[src/rtl/vector_store_pkg.sv]
// Shared types and element-format helpers for the vector store memory control unit.
package vector_store_pkg;

  typedef enum logic [1:0] {
    S_IDLE,
    S_WAIT_BEAT,
    S_ISSUE,
    S_DONE
  } st_state_e;

  localparam logic [2:0] W8  = 3'b000;
  localparam logic [2:0] W16 = 3'b101;
  localparam logic [2:0] W32 = 3'b110;

  // Bytes per element; any unrecognised width code behaves as 32b.
  function automatic logic [31:0] elem_bytes(input logic [2:0] width);
    case (width)
      W8:      elem_bytes = 32'd1;
      W16:     elem_bytes = 32'd2;
      default: elem_bytes = 32'd4;
    endcase
  endfunction

  // Forces natural alignment of an element byte address.
  function automatic logic [31:0] align_addr(input logic [31:0] addr, input logic [2:0] width);
    case (width)
      W8:      align_addr = addr;
      W16:     align_addr = {addr[31:1], 1'b0};
      default: align_addr = {addr[31:2], 2'b00};
    endcase
  endfunction

  // Byte enables for an element at the given word offset.
  function automatic logic [3:0] elem_strb(input logic [2:0] width, input logic [1:0] addr_lo);
    case (width)
      W8:      elem_strb = 4'b0001 << addr_lo;
      W16:     elem_strb = addr_lo[1] ? 4'b1100 : 4'b0011;
      default: elem_strb = 4'hF;
    endcase
  endfunction

  // Replicates the element across the word so any strobe position sees it.
  function automatic logic [31:0] elem_data(input logic [2:0] width, input logic [31:0] sew_data);
    case (width)
      W8:      elem_data = {4{sew_data[7:0]}};
      W16:     elem_data = {2{sew_data[15:0]}};
      default: elem_data = sew_data;
    endcase
  endfunction

endpackage

[src/rtl/store_elem_formatter.sv]
// Combinational lane-alignment of one element into a 32-bit write word and strobe.
module store_elem_formatter
  import vector_store_pkg::*;
(
  input  logic [31:0] sew_data,
  input  logic [2:0]  width,
  input  logic [1:0]  addr_lo,
  output logic [31:0] wdata,
  output logic [3:0]  wstrb
);

  assign wdata = elem_data(width, sew_data);
  assign wstrb = elem_strb(width, addr_lo);

endmodule

[src/rtl/vector_store_mcu.sv]
// Store-side memory control unit: pulls lane beats and serialises them into
// single-element memory writes (unit-stride or strided).
module vector_store_mcu
  import vector_store_pkg::*;
#(
  parameter int VLANE_NUM = 16,
  parameter int MEM_WIDTH = 32,
  parameter int VL_WIDTH  = 16
) (
  input  logic                           clk_i,
  input  logic                           rst_i,
  input  logic                           mcu_st_vld_i,
  output logic                           mcu_st_rdy_o,
  input  logic [31:0]                    mcu_base_addr_i,
  input  logic [31:0]                    mcu_stride_i,
  input  logic [2:0]                     mcu_data_width_i,
  input  logic                           mcu_unit_ld_st_i,
  input  logic                           mcu_strided_ld_st_i,
  input  logic [VL_WIDTH-1:0]            vl_i,
  input  logic [VLANE_NUM*MEM_WIDTH-1:0] store_data_i,
  input  logic                           store_data_valid_i,
  output logic                           ready_for_store_o,
  output logic                           mem_wvalid_o,
  input  logic                           mem_wready_i,
  output logic [31:0]                    mem_waddr_o,
  output logic [MEM_WIDTH-1:0]           mem_wdata_o,
  output logic [3:0]                     mem_wstrb_o,
  output logic                           st_done_o
);

  localparam int LANE_W = (VLANE_NUM > 1) ? $clog2(VLANE_NUM) : 1;
  localparam logic [LANE_W-1:0] LAST_LANE = LANE_W'(VLANE_NUM - 1);

  st_state_e             state_reg, state_next;
  logic [MEM_WIDTH-1:0]  lane_data [VLANE_NUM];
  logic [MEM_WIDTH-1:0]  beat_reg  [VLANE_NUM];
  logic [31:0]           addr_reg, step_reg;
  logic [2:0]            width_reg;
  logic [VL_WIDTH-1:0]   vl_reg, elem_idx_reg;
  logic [LANE_W-1:0]     lane_idx_reg, lane_next;
  logic [31:0]           waddr_reg;
  logic [MEM_WIDTH-1:0]  wdata_reg, fmt_wdata, fmt_sew;
  logic [3:0]            wstrb_reg, fmt_wstrb;
  logic [31:0]           addr_adv, fmt_addr, fmt_aligned;
  logic                  accept, capture, handshake, last_elem, last_lane;

  genvar gi;
  generate
    for (gi = 0; gi < VLANE_NUM; gi++) begin : g_lane
      assign lane_data[gi] = store_data_i[gi*MEM_WIDTH +: MEM_WIDTH];
      // Beat buffer for this lane; discarded on reset.
      always_ff @(posedge clk_i) begin
        if (rst_i) beat_reg[gi] <= '0;
        else if (capture) beat_reg[gi] <= lane_data[gi];
      end
    end
  endgenerate

  assign accept    = (state_reg == S_IDLE) && mcu_st_vld_i;
  assign capture   = (state_reg == S_WAIT_BEAT) && store_data_valid_i;
  assign handshake = (state_reg == S_ISSUE) && mem_wready_i;
  assign last_elem = (elem_idx_reg + 1'b1) == vl_reg;
  assign last_lane = lane_idx_reg == LAST_LANE;
  assign lane_next = lane_idx_reg + 1'b1;
  assign addr_adv  = addr_reg + step_reg;

  // Next element to present: lane 0 of a fresh beat, or the following buffered lane.
  assign fmt_sew     = capture ? lane_data[0] : beat_reg[lane_next];
  assign fmt_addr    = capture ? addr_reg : addr_adv;
  assign fmt_aligned = align_addr(fmt_addr, width_reg);

  store_elem_formatter u_fmt (
    .sew_data (fmt_sew),
    .width    (width_reg),
    .addr_lo  (fmt_aligned[1:0]),
    .wdata    (fmt_wdata),
    .wstrb    (fmt_wstrb)
  );

  // State register.
  always_ff @(posedge clk_i) begin
    if (rst_i) state_reg <= S_IDLE;
    else       state_reg <= state_next;
  end

  // Next-state and handshake output decode.
  always_comb begin
    state_next        = state_reg;
    mcu_st_rdy_o      = 1'b0;
    ready_for_store_o = 1'b0;
    mem_wvalid_o      = 1'b0;
    st_done_o         = 1'b0;
    case (state_reg)
      S_IDLE: begin
        mcu_st_rdy_o = 1'b1;
        if (mcu_st_vld_i) state_next = (vl_i == '0) ? S_DONE : S_WAIT_BEAT;
      end
      S_WAIT_BEAT: begin
        ready_for_store_o = 1'b1;
        if (store_data_valid_i) state_next = S_ISSUE;
      end
      S_ISSUE: begin
        mem_wvalid_o = 1'b1;
        if (mem_wready_i) begin
          if (last_elem)      state_next = S_DONE;
          else if (last_lane) state_next = S_WAIT_BEAT;
        end
      end
      S_DONE: begin
        st_done_o  = 1'b1;
        state_next = S_IDLE;
      end
      default: state_next = S_IDLE;
    endcase
  end

  // Command latch, element/lane counters, address accumulator and registered write outputs.
  always_ff @(posedge clk_i) begin
    if (rst_i) begin
      addr_reg     <= '0;
      step_reg     <= '0;
      width_reg    <= '0;
      vl_reg       <= '0;
      elem_idx_reg <= '0;
      lane_idx_reg <= '0;
      waddr_reg    <= '0;
      wdata_reg    <= '0;
      wstrb_reg    <= '0;
    end else begin
      if (accept) begin
        addr_reg     <= mcu_base_addr_i;
        width_reg    <= mcu_data_width_i;
        step_reg     <= (mcu_unit_ld_st_i || !mcu_strided_ld_st_i)
                        ? elem_bytes(mcu_data_width_i) : mcu_stride_i;
        vl_reg       <= vl_i;
        elem_idx_reg <= '0;
        lane_idx_reg <= '0;
      end
      if (capture) begin
        lane_idx_reg <= '0;
        waddr_reg    <= {fmt_aligned[31:2], 2'b00};
        wdata_reg    <= fmt_wdata;
        wstrb_reg    <= fmt_wstrb;
      end
      if (handshake) begin
        elem_idx_reg <= elem_idx_reg + 1'b1;
        lane_idx_reg <= lane_next;
        addr_reg     <= addr_adv;
        // Only reload the outputs when another element of this beat follows.
        if (!last_elem && !last_lane) begin
          waddr_reg <= {fmt_aligned[31:2], 2'b00};
          wdata_reg <= fmt_wdata;
          wstrb_reg <= fmt_wstrb;
        end
      end
    end
  end

  assign mem_waddr_o = waddr_reg;
  assign mem_wdata_o = wdata_reg;
  assign mem_wstrb_o = wstrb_reg;

endmodule
[config.mk]
export PLATFORM = sky130hd
export DESIGN_NAME = vector_store_mcu
export DESIGN_NICKNAME = d
export VERILOG_FILES = /design/src/rtl/vector_store_pkg.sv /design/src/rtl/store_elem_formatter.sv /design/src/rtl/vector_store_mcu.sv
export SDC_FILE = /design/constraint.sdc
export NUM_CORES = 1
export LEC_CHECK = 0
export BUFFER_PORTS_ARGS = -buffer_cell sky130_fd_sc_hd__buf_4
export CAP_MARGIN = 10
export CORE_ASPECT_RATIO = 0.5
export CORE_MARGIN = 10
export CORE_UTILIZATION = 50
export DETAILED_ROUTE_END_ITERATION = 8
export PLACE_DENSITY = 0.77
export SLEW_MARGIN = 30
export SYNTH_ARGS = -nofsm -noshare
export SYNTH_HDL_FRONTEND = slang
export SYNTH_SLANG_ARGS = --single-unit
[constraint.sdc]
create_clock -name clk_i -period 14.6 [get_ports clk_i]
set_input_delay 1.46 -clock clk_i [delete_from_list [all_inputs] [get_ports clk_i]]
set_output_delay 1.46 -clock clk_i [all_outputs]
set_load 0.01 [all_outputs]
### After elaboration in Yosys (flattened, before gate mapping)

Memories as Yosys holds them, arrays and structs flattened.
Index checks and enable logic that the tools add are counted.

* memories kept: 1
* bits in latches: 0
* bits in registers: 173
* ROM bits: 0
* bits in writable memories: 512
* output and inout port bits: 72
* logic and storage cells: 113

Memories
* beat_reg: depth 16, bits a word 32, read ports 1, clocked after memory_dff 0, wr ports 16, RTL line vector_store_mcu.sv:36 `logic [MEM_WIDTH-1:0] beat_reg [VLANE_NUM];`

* equal/unequal tests: 11
* mux-type cells: 56
* bitwise logic cells: 16
* divide/modulo/power cells: 0
* reduce and logical (&&, ||, !) cells: 15
* $lt $le $gt $ge: 0
* multiply operators: 0
* shifts and indexed selects: 1
* add/sub/neg operators: 3

Operator list (number)
* $mux W32: 27
* $pmux W32 S2: 1
* $add A32 B32 Y32: 1
* $mux W16: 2
* $mux W4: 7
* $add A16 B1 Y16 const B: 1
* $eq A16 B16 Y1: 1
* $logic_not A16 Y1: 1
* $or A1 B1 Y1: 16
* $mux W2: 6
* $mux W1: 9
* $pmux W2 S4: 1
* $pmux W4 S2: 1
* $eq A3 B3 Y1 const B: 2
* $logic_not A3 Y1: 2
* $ne A2 B2 Y1 const B: 3
* $pmux W3 S2: 1
* $add A4 B1 Y4 const B: 1
* $eq A2 B2 Y1 const B: 2
* $eq A4 B4 Y1 const B: 1
* $logic_and A1 B1 Y1: 4
* $pmux W2 S2: 1
* $reduce_and A4 Y1: 1
* $shl A1 B2 Y4 const A: 1
* 7 further kinds: 9

### Longest topological paths before layout

Gate-level depths: netlist of run 1.

* depth in word-level cells: 9
* gate-level depth with buffers: 12
* mapped depth without buffers: 11

### Hierarchy

A second synthesis of run 1 with hierarchy kept.

* cell total of the unflattened synthesis: 2606
* area, all modules: 32730.1 um^2

Modules (own cells, without submodules)
* vector_store_mcu: instances 1, area each 32058.2 um^2, seq. area each 18838.1 um^2, cells each 2516
* store_elem_formatter: instances 1, area each 671.9 um^2, seq. area each 0.0 um^2, cells each 90

### Worst setup path after synthesis of run 1

Ideal clock, no wire load.

* path kind: input to register
* start: in store_data_valid_i
* end: reg waddr_reg[17], in the netlist mem_waddr_o[17]
* arrival time: 13.050 ns
* cell stages on the path: 7
* path buffers: 3
* data required time: 14.030 ns
* setup slack: 0.981 ns
* cells stage by stage: and2_0 clkbuf_1 clkbuf_1 buf_1 nor2_1 inv_1 o21ai_0

* cells in the longest elaborated chain, start to end: 5

Ends and longest elaborated chain
* from (decl): RTL line vector_store_mcu.sv:21 `input logic store_data_valid_i,`
* $logic_and A1 B1 Y1 (*): RTL line vector_store_mcu.sv:60 `assign capture = (state_reg == S_WAIT_BEAT) && store_data_valid_i;`
* $mux W32: RTL line vector_store_mcu.sv:69 `assign fmt_addr = capture ? addr_reg : addr_adv;`
* $mux W32: RTL line vector_store_mcu.sv:139 `if (capture) begin`
* $mux W32: RTL line vector_store_mcu.sv:150 `if (!last_elem && !last_lane) begin`
* $mux W32 (*): RTL line vector_store_mcu.sv:145 `if (handshake) begin`
* to (signal assigned): RTL line vector_store_mcu.sv:141 `waddr_reg <= {fmt_aligned[31:2], 2'b00};`
* to (signal assigned): RTL line vector_store_mcu.sv:151 `waddr_reg <= {fmt_aligned[31:2], 2'b00};`
* to (decl): RTL line vector_store_mcu.sv:41 `logic [31:0] waddr_reg;`

Mark *: on every way between the ends. The rest lies on a longest branch, timed or not.
A chain may end at the register's enable or synchronous reset.

==> run metrics, run 1 <==
status=finished clean; Main synth FF type=edfxtp_1; total power=4380 µW; Detail Route Antenna Nets=0; setup violators final=0; gr usage total=26.8%; total setup buffers inserted after CTS=0; area occupied by registers=0.0188 mm²; CTS H-tree lvls=2; Slowest cell on crit path=buf_4; width of the die=384 µm; sequential area share after synthesis=56.8%; gr ovfl total=0; CTS buffer count=61; max incr delay on CP=0.86 ns; top-count cell post-synth=and3_1; CP Max Fanout=116; CTS max path bufs=3; Synth area leader=edfxtp_1; Port Buffers=673; I/O pin cnt=674; Synth warnings=0; Hold WS=0.455 ns; Gates resized, CTS repair=0; drt first pass iters=7; Chip Height=202 µm; slew of the pin with the lowest slew margin=1.00 ns; Worst Path Arrival=5.91 ns; Cell Area, Synth=0.0332 mm²; Non-Filler Instances=4238; Final Cycle Share=38.7%; Yosys reg bits=685; cell count after synthesis=2765; root buffer cell=clkbuf_16; Vias=25479; worst-path cell chain=buf_4, and2_4, nor2_2, inv_8, buf_4, buf_6, buf_4; synth top area cells=edfxtp_1 (46%), dfxtp_1 (10%), and3_1 (10%), mux4_2 (8.7%), nand2_1 (2.6%); placed cell count=4104; largest net degree at the start of global routing=328; RSZ-0062 raised after global routing=no; largest family of logic cells by synthesized area=simple AND/OR/NAND/NOR gates; pwr/cell area=108 mW/mm²; critical path start-end classification=in2reg; final wirelength=110 mm; ys async rst share=0%; Synth Area in Simple Gates=17.8%; MaxCap Viol Count=0; die area=0.0776 mm²; first-pass GRT wire length=158 mm; Multi-input gate area=0.0133 mm²; mean area per synthesized cell=12.0 µm²; fin. max-slew vios=0; Clock Pin Slew Worst Setup and Hold Paths=0.07 ns; number of synthesized flops with an enable pin=512; max reg flops=512; VDD IR max=0.112 mV; mux contribution to synthesized area=10.9%; most used cell, CP=buf_4; Max transition margin=33.2%; DR vias/cell=6.01; FP Rows=66; mean routed wirelength per cell=25.9 µm; CP required=14.86 ns; clk_lat worst skew=0.63 ns; HPWL after detailed placement=78.3 mm; vias in the first global route=25303; Initial Util=50.8%; post-synthesis xor/xnor area fraction=1.08%; initial antenna violation count=21; Setup TNS Final=0 ns; type of the worst min-delay path=reg2reg; Commonest cells post-synth=and3_1 (550), edfxtp_1 (512), nand2_1 (229); Leakage Power=0.0179 µW; TritonCTS Sinks=685; drt drc=0; element type at the critical path end=register; Period minus WS final=5.65 ns; compound-cell area share of the yosys netlist=8.63%; fmax=177 MHz; final hold vios=0; Total Nets Final=3921; gpl congestion=0.910; Setup crit start kind=primary input; layout cells sized above 1=29.4%; post-synth net total=3401; floorplan core area=0.0653 mm²; adder-cell area share of the yosys netlist=1.31%; Iter 0 DRT Violations=2845; Clock Skew=0.0193 ns; CTS Hold Buffers Added=0; Synth cell types=78; Fillers=5175; CTS tree=yes; Yosys top cell area share=46.4%; Layout area overhead=22.9%
==> report_power, final <==
part / total [µW] / internal (µW) / switching (µW)
Clock: 1590 / 839 / 747
Sequential: 2260 / 2210 / 48.5
Combinational: 534 / 245 / 288
Total: 4380 / 3300 / 1080
==> worst paths after layout <==
kind                                    startpoint         endpoint  slack [ns]  cells past startpoint
worst min register to register     mem_wdata_o[21]  mem_wdata_o[21]        0.46                      2
worst max-delay path            store_data_valid_i  beat_reg[13][1]        8.95                      7
worst min-delay path               mem_wdata_o[21]  mem_wdata_o[21]        0.46                      2
worst max register to register        state_reg[0]  beat_reg[13][1]        9.01                      7
==> worst max-delay path: cells and delay by family <==
| family | cells | cell delay, ns |
|---|---|---|
| simple gates | 2 | 1.08 |
| buf+inv | 5 | 3.03 |
==> per-stage QoR <==
step / utilization [%] / instance area [µm²] / setup slack (ns)
finish: 62.4 / 40700 / 8.95
floorplan: - / 33200 / 0.981
CTS: 62.2 / 40600 / 8.79
global placement: 59.2 / 38700 / 8.28
detailed placement: 59.3 / 38700 / 8.12
global route: 62.4 / 40700 / 8.57
==> placed cells by master (no fill, tap or decap), drive strengths merged, types with 8 or more instances in the layout <==
cell and count:
o21ai 68, nand2b 10, and2 14, a211o 11, a21o 20, a21oi 168, nor2 107, or3 10
o21a 10, xnor2 24, inv 34, nor4 17, a211oi 29, nor3 29, nor2b 12, a2111oi 10
a31oi 8, mux2 8, nand2 230, clkbuf 78, and3 550, edfxtp 512, a22oi 35, buf 713
nand4 23, a311oi 16, mux2i 65, ha 33, clkinv 29, mux4 128, diode 19, dfxtp 173
o31ai 11, nand3 55, xor2 16
==> cell families (layout without fill, tap and decap cells) <==
family	Yosys count	count (layout)
muxes	201	201
adders and majority gates	34	34
AOI/OAI and AO/OA	440	440
DFF	685	685
and+or+nand+nor	1078	1078
buffers and inverters	287	857
other	0	19
xor gates and xnor gates	40	40
==> routing by layer <==
layer / up-vias / part of all wire [%] / global-route usage, % / routed length [µm]
met5: - / 0.010 / 0 / 11
met4: 2 / 4.8 / 12.6 / 5240
met3: 238 / 7.0 / 4.75 / 7720
met2: 1056 / 52 / 46.3 / 56600
met1: 12580 / 37 / 32.4 / 40300
li1: 11603 / - / - / -
==> layout make-up <==
| type | instances | share of cell area (%) |
|---|---|---|
| sequential | 685 | 46.3 |
| clock buffer | 78 | 3.98 |
| timing repair buffer | 713 | 13.4 |
| antenna | 19 | 0.117 |
| inverter | 31 | 0.323 |
| clock inverter | 35 | 0.663 |
| tap | 884 | 2.72 |
| multi-input combinational | 1793 | 32.6 |
No activity file was read; power rests on OpenSTA's default activity.
==> run 2, diff against run 1 <==
Settings changed: CORE_UTILIZATION 50 to 55, PLACE_DENSITY 0.77 to 0.8.
Clock period 14.6 ns to 5.42 ns, I/O delays scaled along.
==> run 2 against run 1 <==
  * Cell count shrank 1.9%
  * Combinational power grew to 2.7 times the previous value
  * Global-route usage grew 2.6 points
  * Critical endpoint is now mem_waddr_o[8]
  * Largest power group unchanged
==> run metrics, run 2 (synthesis gave the netlist of run 1 again) <==
status=finished clean; Worst Path Arrival=4.51 ns (-1.40 ns); initial antenna violation count=17 (-19%); RSZ-0062 raised after global routing=no; root buffer cell=clkbuf_16; max reg flops=512 (unchanged); Clock Pin Slew Worst Setup and Hold Paths=0.07 ns (about the same); Total Nets Final=3923 (+0.051%); gr usage total=29.4% (+2.6 points); die area=0.0711 mm² (-8.4%); CTS H-tree lvls=2 (unchanged); Gates resized, CTS repair=0 (unchanged); Pint=8850 µW (+170%); HPWL after detailed placement=78.9 mm (+0.71%); FP Rows=63 (-4.5%); VDD IR max=0.284 mV (+150%); vias in the first global route=25588 (+1.1%); Combinational Power Share=12.3% (about the same); CTS tree=yes; most frequent cells in the layout=buf_4 (708), and3_1 (550), edfxtp_1 (512); DR vias/cell=6.22 (+3.5%); layout cells sized above 1=29.5% (+0.090 points); CP required=5.90 ns (-8.96 ns); gpl congestion=0.894 (-1.7%); net switching power=2920 µW (+170%); Reg power frac=51.7% (about the same); pwr/cell area=290 mW/mm² (+170%); fin worst setup slack=1.38 ns (-7.57 ns); mean routed wirelength per cell=26.5 µm (+2.3%); Clk pwr share=35.9% (-0.3 points); final wirelength=110 mm (+0.39%); Detail Route Antenna Nets=0 (unchanged); critical path start-end classification=reg2reg; Setup crit start kind=register; first-pass GRT wire length=161 mm (+1.4%); type of the worst min-delay path=in2reg; fmax=248 MHz; CP Max Fanout=23 (-80%); Period minus WS final=4.04 ns; setup violators final=0 (unchanged); Port Buffers=673 (unchanged); fin. max-slew vios=0 (unchanged); Vias=25883 (+1.6%); Layout area overhead=22.6%; Fillers=4343 (-16%); post-route cell area=0.0407 mm² (-0.18%); width of the die=367 µm (-4.4%); Iter 0 DRT Violations=3461 (+22%); R2R setup slack=1.38 ns (-7.63 ns); Clock Skew=0.0341 ns (+0.0149 ns); Initial Util=55.8% (+5.0 points); CTS max path bufs=3 (unchanged); commonest non-fill, non-tap cell in the layout=buf_4; final core utilization=68.4% (+6.0 points); drt first pass iters=5 (-2); CTS Hold Buffers Added=0 (unchanged); gr ovfl total=0 (unchanged); element type at the critical path end=register; Final Cycle Share=74.5%; floorplan core area=0.0594 mm² (-9.0%); Chip Height=194 µm (-4.2%); Reg2Reg Launch Point=elem_idx_reg[0]; slew of the pin with the lowest slew margin=0.957 ns (-0.0445 ns); Max transition margin=36.2% (+3.0 points); total setup buffers inserted after CTS=0 (unchanged); switch share=24.8% (+0.058 points); dpl cell area=0.0388 mm² (+0.13%); largest net degree at the start of global routing=211 (-36%); min-delay src=mcu_stride_i[17]; crit path from=elem_idx_reg[0]; clk_lat worst skew=0.65 ns (+0.02 ns); MaxCap Viol Count=0 (unchanged); Leakage Power=0.0179 µW (about the same); DP Worst Slack=1.40 ns (-6.72 ns); CTS buffer count=58 (-4.9%); final hold vios=0 (unchanged); drt drc=0 (unchanged); I/O pin cnt=674 (unchanged); TritonCTS Sinks=685 (unchanged)
-- run 2: cell count changes in the layout (fill, tap and decap cells not counted), moves of 2 or more --
cell and delta:
buf_12 +5, buf_16 -2, buf_4 +4, buf_6 -3, clkbuf_2 +2, clkinv_1 -2
clkinv_2 -9, clkinvlp_4 +2, diode_2 -8, inv_4 +2
-- run 2: metal layers --
layer	track usage, %	up-vias	part of all wire (%)
li1	-	11607	-
met1	35.9	12780	37
met2	51.5	1238	52
met3	4.68	254	7.3
met4	12.1	4	4.4
met5	0	-	0.028
-- run 2: through the flow --
stage / TNS [ns] / hold WS, ns / instances / total power (µW)
global placement: 0 / 0.442 / 4037 / 7600
CTS: 0 / 0.133 / 4147 / 11800
finish: 0 / 0.150 / 4158 / 11800
global route: 0 / 0.141 / 4156 / 12100
detailed placement: 0 / 0.448 / 4039 / 7640
floorplan: -1994.74 / 0.436 / 2765 / 6970
-- run 2: power groups by stage --
stage	Clock [µW]	Sequential (µW)	Combinational, µW
after floorplan	0	6220	744
after global placement	0	6180	1420
after detailed placement	0	6200	1440
after CTS	4270	6090	1440
after global routing	4480	6110	1550
final	4230	6090	1450
-- run 2: worst paths after layout --
path,to,cells after the start
worst min-delay path,step_reg[17],3
worst max-delay path,mem_waddr_o[8],10
worst max register to register,mem_waddr_o[8],10
worst min register to register,mem_wstrb_o[3],2
-- run 2: layout make-up --
cell class / count / area [µm²] / area share, %
Tap cell: 812 / 1020 / 2.50
Antenna cell: 11 / 27.5 / 0.0677
Multi-Input combinational cell: 1793 / 13300 / 32.6
Inverter: 31 / 128 / 0.314
Sequential cell: 685 / 18800 / 46.3
Clock inverter: 28 / 256 / 0.631
Clock buffer: 80 / 1610 / 3.96
Timing Repair Buffer: 718 / 5510 / 13.5
-- run 2: critical path, stage by stage, from the launching register on --
cell	delay, ns
dfxtp_1	0.44
ha_1	0.33
nand4_2	0.25
nor4_1	0.53
nor2_1	0.10
a2111oi_2	0.46
nand4_4	0.30
nand2_2	0.72
buf_4	0.43
mux2i_1	0.22
o21ai_0	0.10
